[src/rtl/stream_minmax_reduce.sv]
// Streaming min/max reduction over valid/ready frames: reports the extremum, its index and the frame length.
// Optional macro STREAM_MINMAX_BOTH_EN adds the opposite extremum on out_alt_data/out_alt_index.
module stream_minmax_reduce #(
  parameter int WIDTH  = 32,
  parameter int LEN_W  = 8,
  parameter int SIGNED = 0
) (
  input  logic             clk,
  input  logic             rst,
  input  logic             mode_max,
  input  logic             in_valid,
  output logic             in_ready,
  input  logic [WIDTH-1:0] in_data,
  input  logic             in_last,
  output logic             out_valid,
  input  logic             out_ready,
  output logic [WIDTH-1:0] out_data,
  output logic [LEN_W-1:0] out_index,
  output logic [LEN_W-1:0] out_count,
  output logic             out_ovf
`ifdef STREAM_MINMAX_BOTH_EN
  ,
  output logic [WIDTH-1:0] out_alt_data,
  output logic [LEN_W-1:0] out_alt_index
`endif
);

  typedef enum logic [1:0] {S_IDLE, S_ACC, S_HOLD} state_t;

  localparam logic [LEN_W-1:0] CNT_MAX = '1;

  function automatic logic less_than(input logic [WIDTH-1:0] a, input logic [WIDTH-1:0] b);
    if (SIGNED != 0) return $signed(a) < $signed(b);
    else             return a < b;
  endfunction

  function automatic logic [LEN_W-1:0] sat_inc(input logic [LEN_W-1:0] c);
    return (c == CNT_MAX) ? c : c + LEN_W'(1);
  endfunction

  state_t           r_state;
  logic             r_mode;
  logic [WIDTH-1:0] r_acc;
  logic [LEN_W-1:0] r_idx;
  logic [LEN_W-1:0] r_cnt;
  logic             r_ovf;

  logic             w_beat;
  logic             w_first;
  logic             w_mode;
  logic             w_repl;
  logic [WIDTH-1:0] w_nxt_acc;
  logic [LEN_W-1:0] w_nxt_idx;
  logic [LEN_W-1:0] w_nxt_cnt;
  logic             w_nxt_ovf;

  assign in_ready  = (r_state != S_HOLD);
  assign w_beat    = in_valid & in_ready;
  assign w_first   = (r_state == S_IDLE);
  // Mode is frozen on the first beat so mid-frame toggles are ignored
  assign w_mode    = w_first ? mode_max : r_mode;
  assign w_repl    = w_mode ? less_than(r_acc, in_data) : less_than(in_data, r_acc);
  assign w_nxt_acc = (w_first || w_repl) ? in_data : r_acc;
  assign w_nxt_idx = w_first ? '0 : (w_repl ? r_cnt : r_idx);
  assign w_nxt_cnt = w_first ? LEN_W'(1) : sat_inc(r_cnt);
  assign w_nxt_ovf = w_first ? 1'b0 : (r_ovf | (r_cnt == CNT_MAX));

`ifdef STREAM_MINMAX_BOTH_EN
  logic [WIDTH-1:0] r_alt_acc;
  logic [LEN_W-1:0] r_alt_idx;
  logic             w_alt_repl;
  logic [WIDTH-1:0] w_nxt_alt_acc;
  logic [LEN_W-1:0] w_nxt_alt_idx;

  assign w_alt_repl    = w_mode ? less_than(in_data, r_alt_acc) : less_than(r_alt_acc, in_data);
  assign w_nxt_alt_acc = (w_first || w_alt_repl) ? in_data : r_alt_acc;
  assign w_nxt_alt_idx = w_first ? '0 : (w_alt_repl ? r_cnt : r_alt_idx);

  always_ff @(posedge clk) begin
    if (w_beat) begin
      r_alt_acc <= w_nxt_alt_acc;
      r_alt_idx <= w_nxt_alt_idx;
    end
  end

  always_ff @(posedge clk) begin
    if (rst) begin
      out_alt_data  <= '0;
      out_alt_index <= '0;
    end else if (w_beat && in_last) begin
      out_alt_data  <= w_nxt_alt_acc;
      out_alt_index <= w_nxt_alt_idx;
    end
  end
`endif

  // Accumulator stage: working values, overwritten by the first beat of every frame
  always_ff @(posedge clk) begin
    if (w_beat) begin
      r_mode <= w_mode;
      r_acc  <= w_nxt_acc;
      r_idx  <= w_nxt_idx;
      r_cnt  <= w_nxt_cnt;
      r_ovf  <= w_nxt_ovf;
    end
  end

  // Result stage: outputs load on the last beat and hold until the next result
  always_ff @(posedge clk) begin
    if (rst) begin
      r_state   <= S_IDLE;
      out_valid <= 1'b0;
      out_data  <= '0;
      out_index <= '0;
      out_count <= '0;
      out_ovf   <= 1'b0;
    end else begin
      case (r_state)
        S_IDLE, S_ACC: begin
          if (w_beat) begin
            if (in_last) begin
              r_state   <= S_HOLD;
              out_valid <= 1'b1;
              out_data  <= w_nxt_acc;
              out_index <= w_nxt_idx;
              out_count <= w_nxt_cnt;
              out_ovf   <= w_nxt_ovf;
            end else begin
              r_state <= S_ACC;
            end
          end
        end
        S_HOLD: begin
          if (out_ready) begin
            r_state   <= S_IDLE;
            out_valid <= 1'b0;
          end
        end
        default: r_state <= S_IDLE;
      endcase
    end
  end

endmodule

[config.mk]
export PLATFORM = sky130hd
export DESIGN_NAME = stream_minmax_reduce
export DESIGN_NICKNAME = d
export VERILOG_FILES = /design/src/rtl/stream_minmax_reduce.sv
export SDC_FILE = /design/constraint.sdc
export NUM_CORES = 1
export LEC_CHECK = 0
export CAP_MARGIN = 0
export CORE_MARGIN = 1.5
export CORE_UTILIZATION = 40
export CTS_CLUSTER_SIZE = 25
export DETAILED_ROUTE_END_ITERATION = 10
export HOLD_SLACK_MARGIN = 0.02
export PLACE_DENSITY = 0.62
export SLEW_MARGIN = 20
export SYNTH_ARGS = -nofsm -noshare
export SYNTH_HDL_FRONTEND = slang
export SYNTH_SLANG_ARGS = --single-unit
[constraint.sdc]
create_clock -name clk -period 3.16 [get_ports clk]
set_clock_uncertainty 0.1 [all_clocks]
set_input_delay 0.632 -clock clk [delete_from_list [all_inputs] [get_ports clk]]
set_output_delay 0.632 -clock clk [all_outputs]
set_load 0.1 [all_outputs]
==> flow_summary.yaml, run 1 <==
outcome:
  outcome: "complete, no violations"
global_route:
  grt_max_degree: 50
  grt_pass1_wl_um: 19100
  grt_pass1_vias: 3854
  antenna_found_initial: 0
  track_usage_pct: 18.7
  gr-total-overflow: 0
yosys:
  synth_cell_type_count: 42
  synth.avg_cell_area_um2: 10.3
  ys_ff_latch: 102
  yosysMostFrequentCell: "nor2_1"
  yosys_warnings: 0
  yosys.area.top_type: "edfxtp_1"
  netlist_area_um2: 4960
  syn_nets: 551
  synth-seq-area-share_pct: 51.2
  synthCells: 480
  yosys-top-cells-count: "nor2_1, dfxtp_1, edfxtp_1"
  synthFlopType: "dfxtp_1"
  async_flop_share_pct: 0
  synth_edf_count: 50
  synth.area.top_cells: "edfxtp_1, dfxtp_1, ha_1"
  yosys.area.top_type_share_pct: 30.2
timing:
  slew_headroom_pct: 46.8
  drv_slew: 0
  rsz0062_at_grt: "true"
  fin_ws_ps: 6.57
  hold_viol: 0
  holdWs_ps: 362
  min_period_ps: 3150
  min_period_over_period_pct: 99.8
  setup_viol: 0
  worstMarginPinSlew_ps: 797
  fmax_mhz: 317
place:
  dp_slack_ps: -702
  dp_hpwl_um: 7760
  place_congestion: 0.799
  placed_area_um2: 6060
  port_buffers: 88
  dp_cells: 738
critical_path:
  start_kind: "input pin"
  r2r-start: "r_acc[13]"
  r2r_setup_slack_ps: 20
  critPathKind: "in2reg"
  cp.arrival_ps: 3290
  reg2reg_depth: 14
  end_kind: "register"
  worstPathRequired_ps: 3300
  rr_endpoint: "out_data[11]"
  crit_fanout: 5
die:
  die_area_um2: 13100
  fp.dieH_um: 114
  ioPinCount: 89
  initial_core_util_pct: 41.2
  core_area_um2: 12100
  dieWidth_um: 114
  num_rows: 40
route:
  firstDrtPassIters: 4
  num_vias: 3876
  drc: 0
  routedWlPerCell_um: 15.8
  drtIter0Drc: 244
  antenna_left: 0
  viasPerCell: 5.04
  wirelength_um: 12100
power_and_ir_drop:
  leakage_nw: 2.85
  p_per_area_nw_per_um2: 544
  ir_drop_v: 0.000244
cells_and_area:
  stdcell_count: 769
  drive_above_1_share_pct: 30.4
  postLayoutCellArea_um2: 6730
  post-route-util_pct: 55.8
  nFillCells: 1038
  diodes: 0
  final_nets: 667
  syn_to_final_growth_pct: 35.5
worst_hold_path:
  min_path_type: "reg2reg"
  min_from: "out_count[6]"
  whs_path_depth: 2
  worst_hold_path.endpoint: "out_count[6]"
clock_tree:
  htree_levels: 3
  cts_root_buffer: "clkbuf_16"
  cts_tree: "yes"
  clock_sinks: 102
  cts_hold_buf: 0
  clk_pin_slew_ps: 70
  clkLatencyLatePin_ps: 340
  clk_path_buf_depth: 2
  cts_made_buffers: 9
job:
  cap_violations: 0
[stage by stage]
| step | setup TNS (ps) | power, mW |
|---|---|---|
| after floorplan | 0 | 2.22 |
| after global placement | -50170 | 2.47 |
| after detailed placement | -48740 | 2.49 |
| after CTS | -766 | 3.64 |
| after global routing | -3260 | 3.84 |
| final | 0 | 3.66 |
[timing repair]
action                     in CTS  in global routing
resized for setup              70                 55
cloned                          2                  1
pin swaps                      19                 25
setup endpoints to repair      80                 72
setup buffers                   9                  5
[power breakdown]
part	switching, mW	internal [mW]	total [mW]	leakage [nW]
logic	0.623	0.384	1.01	1.80
clock network	0.475	0.615	1.09	0.134
registers	0.0599	1.51	1.57	0.917
total	1.16	2.50	3.66	2.85
[state kept, by name (all words and copies together), names as in the netlist]
name and cells:
out_data 32, r_acc 32, out_count 8, out_index 8, r_cnt 8, r_idx 8, r_state 2, out_ovf 1
out_valid 1, r_mode 1, r_ovf 1
[per-layer routing]
metal | GRT usage [%] | vias up | wire length (um)
li1 | - | 1923 | -
met1 | 24.2 | 1859 | 5530
met2 | 32.0 | 82 | 5980
met3 | 3.39 | 12 | 495
met4 | 5.83 | 0 | 137
met5 | 0 | - | 0
[cell usage in the layout (no fill, tap or decap), types with 8 or more instances in the layout]
cell type        synthesis  layout
mux2i_1                 10       8
nand3b_1                 8       8
ha_4                     0      14
ha_1                    33      19
clkbuf_2                 0      15
o31ai_1                  8       8
clkdlybuf4s50_1          0       8
buf_4                    1      84
nor2_1                  86      84
o21a_1                  32      32
nand2_1                 29      27
mux2_4                   4      29
inv_1                   36      36
dfxtp_1                 52      52
a21oi_1                 24      24
edfxtp_1                50      50
clkbuf_16                0      10
[cell type report]
cell class | instances | area, um2 | area share, %
Sequential cell | 102 | 2540 | 37.8
Multi-Input combinational cell | 318 | 2500 | 37.2
Timing Repair Buffer | 129 | 1050 | 15.6
Clock buffer | 11 | 233 | 3.46
Tap cell | 168 | 210 | 3.13
Inverter | 36 | 135 | 2.01
Clock inverter | 5 | 57.6 | 0.856
[worst max-delay path by stage]
stage,start,end
global placement,in_data[27],out_data[25]
global route,r_acc[13],out_data[11]
detailed placement,in_data[26],out_data[25]
floorplan,in_data[27],out_data[2]
CTS,in_data[26],out_data[9]
finish,in_data[6],out_data[11]
[cells by family after synthesis]
| kind of cell | count (synthesis) | synth area share [%] |
|---|---|---|
| and+or+nand+nor | 151 | 13.2 |
| AOI/OAI and AO/OA | 91 | 12.5 |
| buffers and inverters | 60 | 5.07 |
| xor gates and xnor gates | 1 | 0.176 |
| adders and majority gates | 33 | 8.32 |
| muxes | 42 | 9.58 |
| DFF | 102 | 51.2 |
[critical path, cell delays in order]
cell and delay [ps]:
dlygate4sd2_1 260, ha_1 310, nand2_2 100, o21ai_1 100
a221o_1 310, a211o_1 250, a22o_1 230, a211oi_4 280
buf_6 170, clkbuf_16 150, mux2_4 300, o21a_1 180
Note: power is estimated with default switching activity, not from simulation.
==> run 2, diff against run 1 <==
Settings changed: CORE_ASPECT_RATIO from default to 1.4, DONT_BUFFER_PORTS from default to 1, PLACE_DENSITY 0.62 to 0.52.
==> run 2 against run 1 <==
  * Die area about the same
  * Setup slack improved by 54 ps
  * Core utilization fell by 8.3 points
  * Cell count shrank 16%
  * Via count is 11% lower
  * Fmax increased by 1.7%
  * Worst hold slack worse by 110 ps
==> flow_summary.yaml, run 2 (synthesis results as in run 1) <==
outcome:
  outcome: "complete, no violations"
timing:
  min_period_ps: 3100
  setup_viol: 0
  rsz0062_at_grt: "true"
  holdWs_ps: 251
  worstMarginPinSlew_ps: 1020
  drv_slew: 0
  fmax_mhz: 323
  hold_viol: 0
  min_period_over_period_pct: 98.1
  slew_headroom_pct: 32.2
  tns_ps: 0
global_route:
  grt_pass1_vias: 3417
  track_usage_pct: 16.8
  antenna_found_initial: 0
  gr-total-overflow: 0
  grt_pass1_wl_um: 17300
  grt_max_degree: 54
die:
  die_area_um2: 13100
  fp.dieH_um: 135
  initial_core_util_pct: 40.7
  dieWidth_um: 97.1
  core_area_um2: 12200
  ioPinCount: 89
  num_rows: 48
critical_path:
  crit_fanout: 16
  start_kind: "register"
  crit_chain: "inv_1 > ha_4 > nand4_1 > nor4_2 > buf_4 > a31oi_4 > and2_1 > a22o_1 > a211oi_4 > buf_12 > mux2_2 > o21a_1"
  critical_path.top_delay_family: "compound AO/OA/AOI/OAI gates"
  end_kind: "register"
  path_buf_inv: 3
  cp_slowest_cell: "mux2_2"
  slowest_delay_ps: 360
  worstPathRequired_ps: 3300
  cp.arrival_ps: 3240
  critPathKind: "reg2reg"
power_and_ir_drop:
  ir_drop_v: 0.000234
  p_total_mw: 3.53
  p_per_area_nw_per_um2: 611
  leakage_nw: 2.28
cells_and_area:
  nFillCells: 1130
  post-route-util_pct: 47.4
  final_nets: 562
  syn_to_final_growth_pct: 16.5
  diodes: 0
  register_area_um2: 2540
  layout_commonest_cell: "nor2_1"
  postLayoutCellArea_um2: 5780
  final_cell_mix: "nor2_1, dfxtp_1, edfxtp_1"
  top_regs: "out_data (32), r_acc (32)"
  multi_input_area_um2: 2380
  drive_above_1_share_pct: 19.6
route:
  routedWlPerCell_um: 17.1
  viasPerCell: 5.37
  drc: 0
  wirelength_um: 11100
  antenna_left: 0
  num_vias: 3469
  firstDrtPassIters: 6
  drtIter0Drc: 117
worst_hold_path:
  min_path_type: "in2reg"
clock_tree:
  clock_sinks: 102
  cts_made_buffers: 9
  cts_tree: "yes"
  clk_pin_slew_ps: 70
  clkLatencyLatePin_ps: 340
  htree_levels: 3
  cts_setup_buffers: 0
  cts_root_buffer: "clkbuf_16"
  clk_path_buf_depth: 2
place:
  place_congestion: 0.754
  placed_area_um2: 5270
  port_buffers: 0
  dp_hpwl_um: 7450
job:
  cap_violations: 0
==> run 2: cell count changes in the layout (fill, tap and decap cells not counted), moves of 8 or more <==
| cell | delta |
|---|---|
| buf_4 | -64 |
| clkbuf_2 | -15 |
| clkdlybuf4s50_1 | -8 |
| ha_1 | +8 |
| ha_4 | -8 |
| mux2_2 | +13 |
| mux2_4 | -13 |
==> run 2: report_power, final <==
part	leakage, nW	total [mW]	internal, mW	switching (mW)
combinational	1.22	0.558	0.275	0.283
sequential	0.917	1.84	1.51	0.336
clock	0.145	1.13	0.640	0.492
total	2.28	3.53	2.42	1.11
==> run 2: cell type report <==
type | count | share of cell area (%)
Clock buffer | 10 | 4.13
Tap cell | 150 | 3.24
Sequential cell | 102 | 44.0
Timing Repair Buffer | 24 | 3.98
Multi-Input combinational cell | 318 | 41.2
Clock inverter | 6 | 1.17
Inverter | 36 | 2.34
==> run 2: final timing paths <==
kind	startpoint	end	slack [ps]	cells past startpoint
setup reg to reg	r_acc[14]	out_data[17]	60	12
hold / removal	rst	out_ovf	250	1
hold reg to reg	r_acc[27]	r_acc[27]	500	1
setup / recovery	r_acc[14]	out_data[17]	60	12
==> run 2: worst register-to-register path, delay by kind of cell (launching register included) <==
kind | cells | cell delay, ps
fa+ha+maj | 1 | 280
mux | 1 | 370
flops | 1 | 350
simple gates | 3 | 670
compound gates | 4 | 770
buf+inv | 3 | 460
==> run 2: repair_timing <==
| action | in CTS | in global routing |
|---|---|---|
| resized for setup | 0 | 35 |
| endpoints found under the setup margin | 0 | 73 |
| hold buffers | 0 | 0 |
==> run 2: stage by stage <==
step | setup slack, ps | std cells
after detailed placement | -202 | 630
after global placement | -177 | 630
final | 60.1 | 646
after global routing | -71.4 | 646
after floorplan | 10.6 | 480
after CTS | 29.1 | 646
==> run 2: per-layer routing <==
| metal | routed length [um] | track usage (%) |
|---|---|---|
| met1 | 4590 | 20.2 |
| met2 | 5570 | 29.1 |
| met3 | 652 | 3.47 |
| met4 | 247 | 7.17 |
| met5 | 0 | 0 |
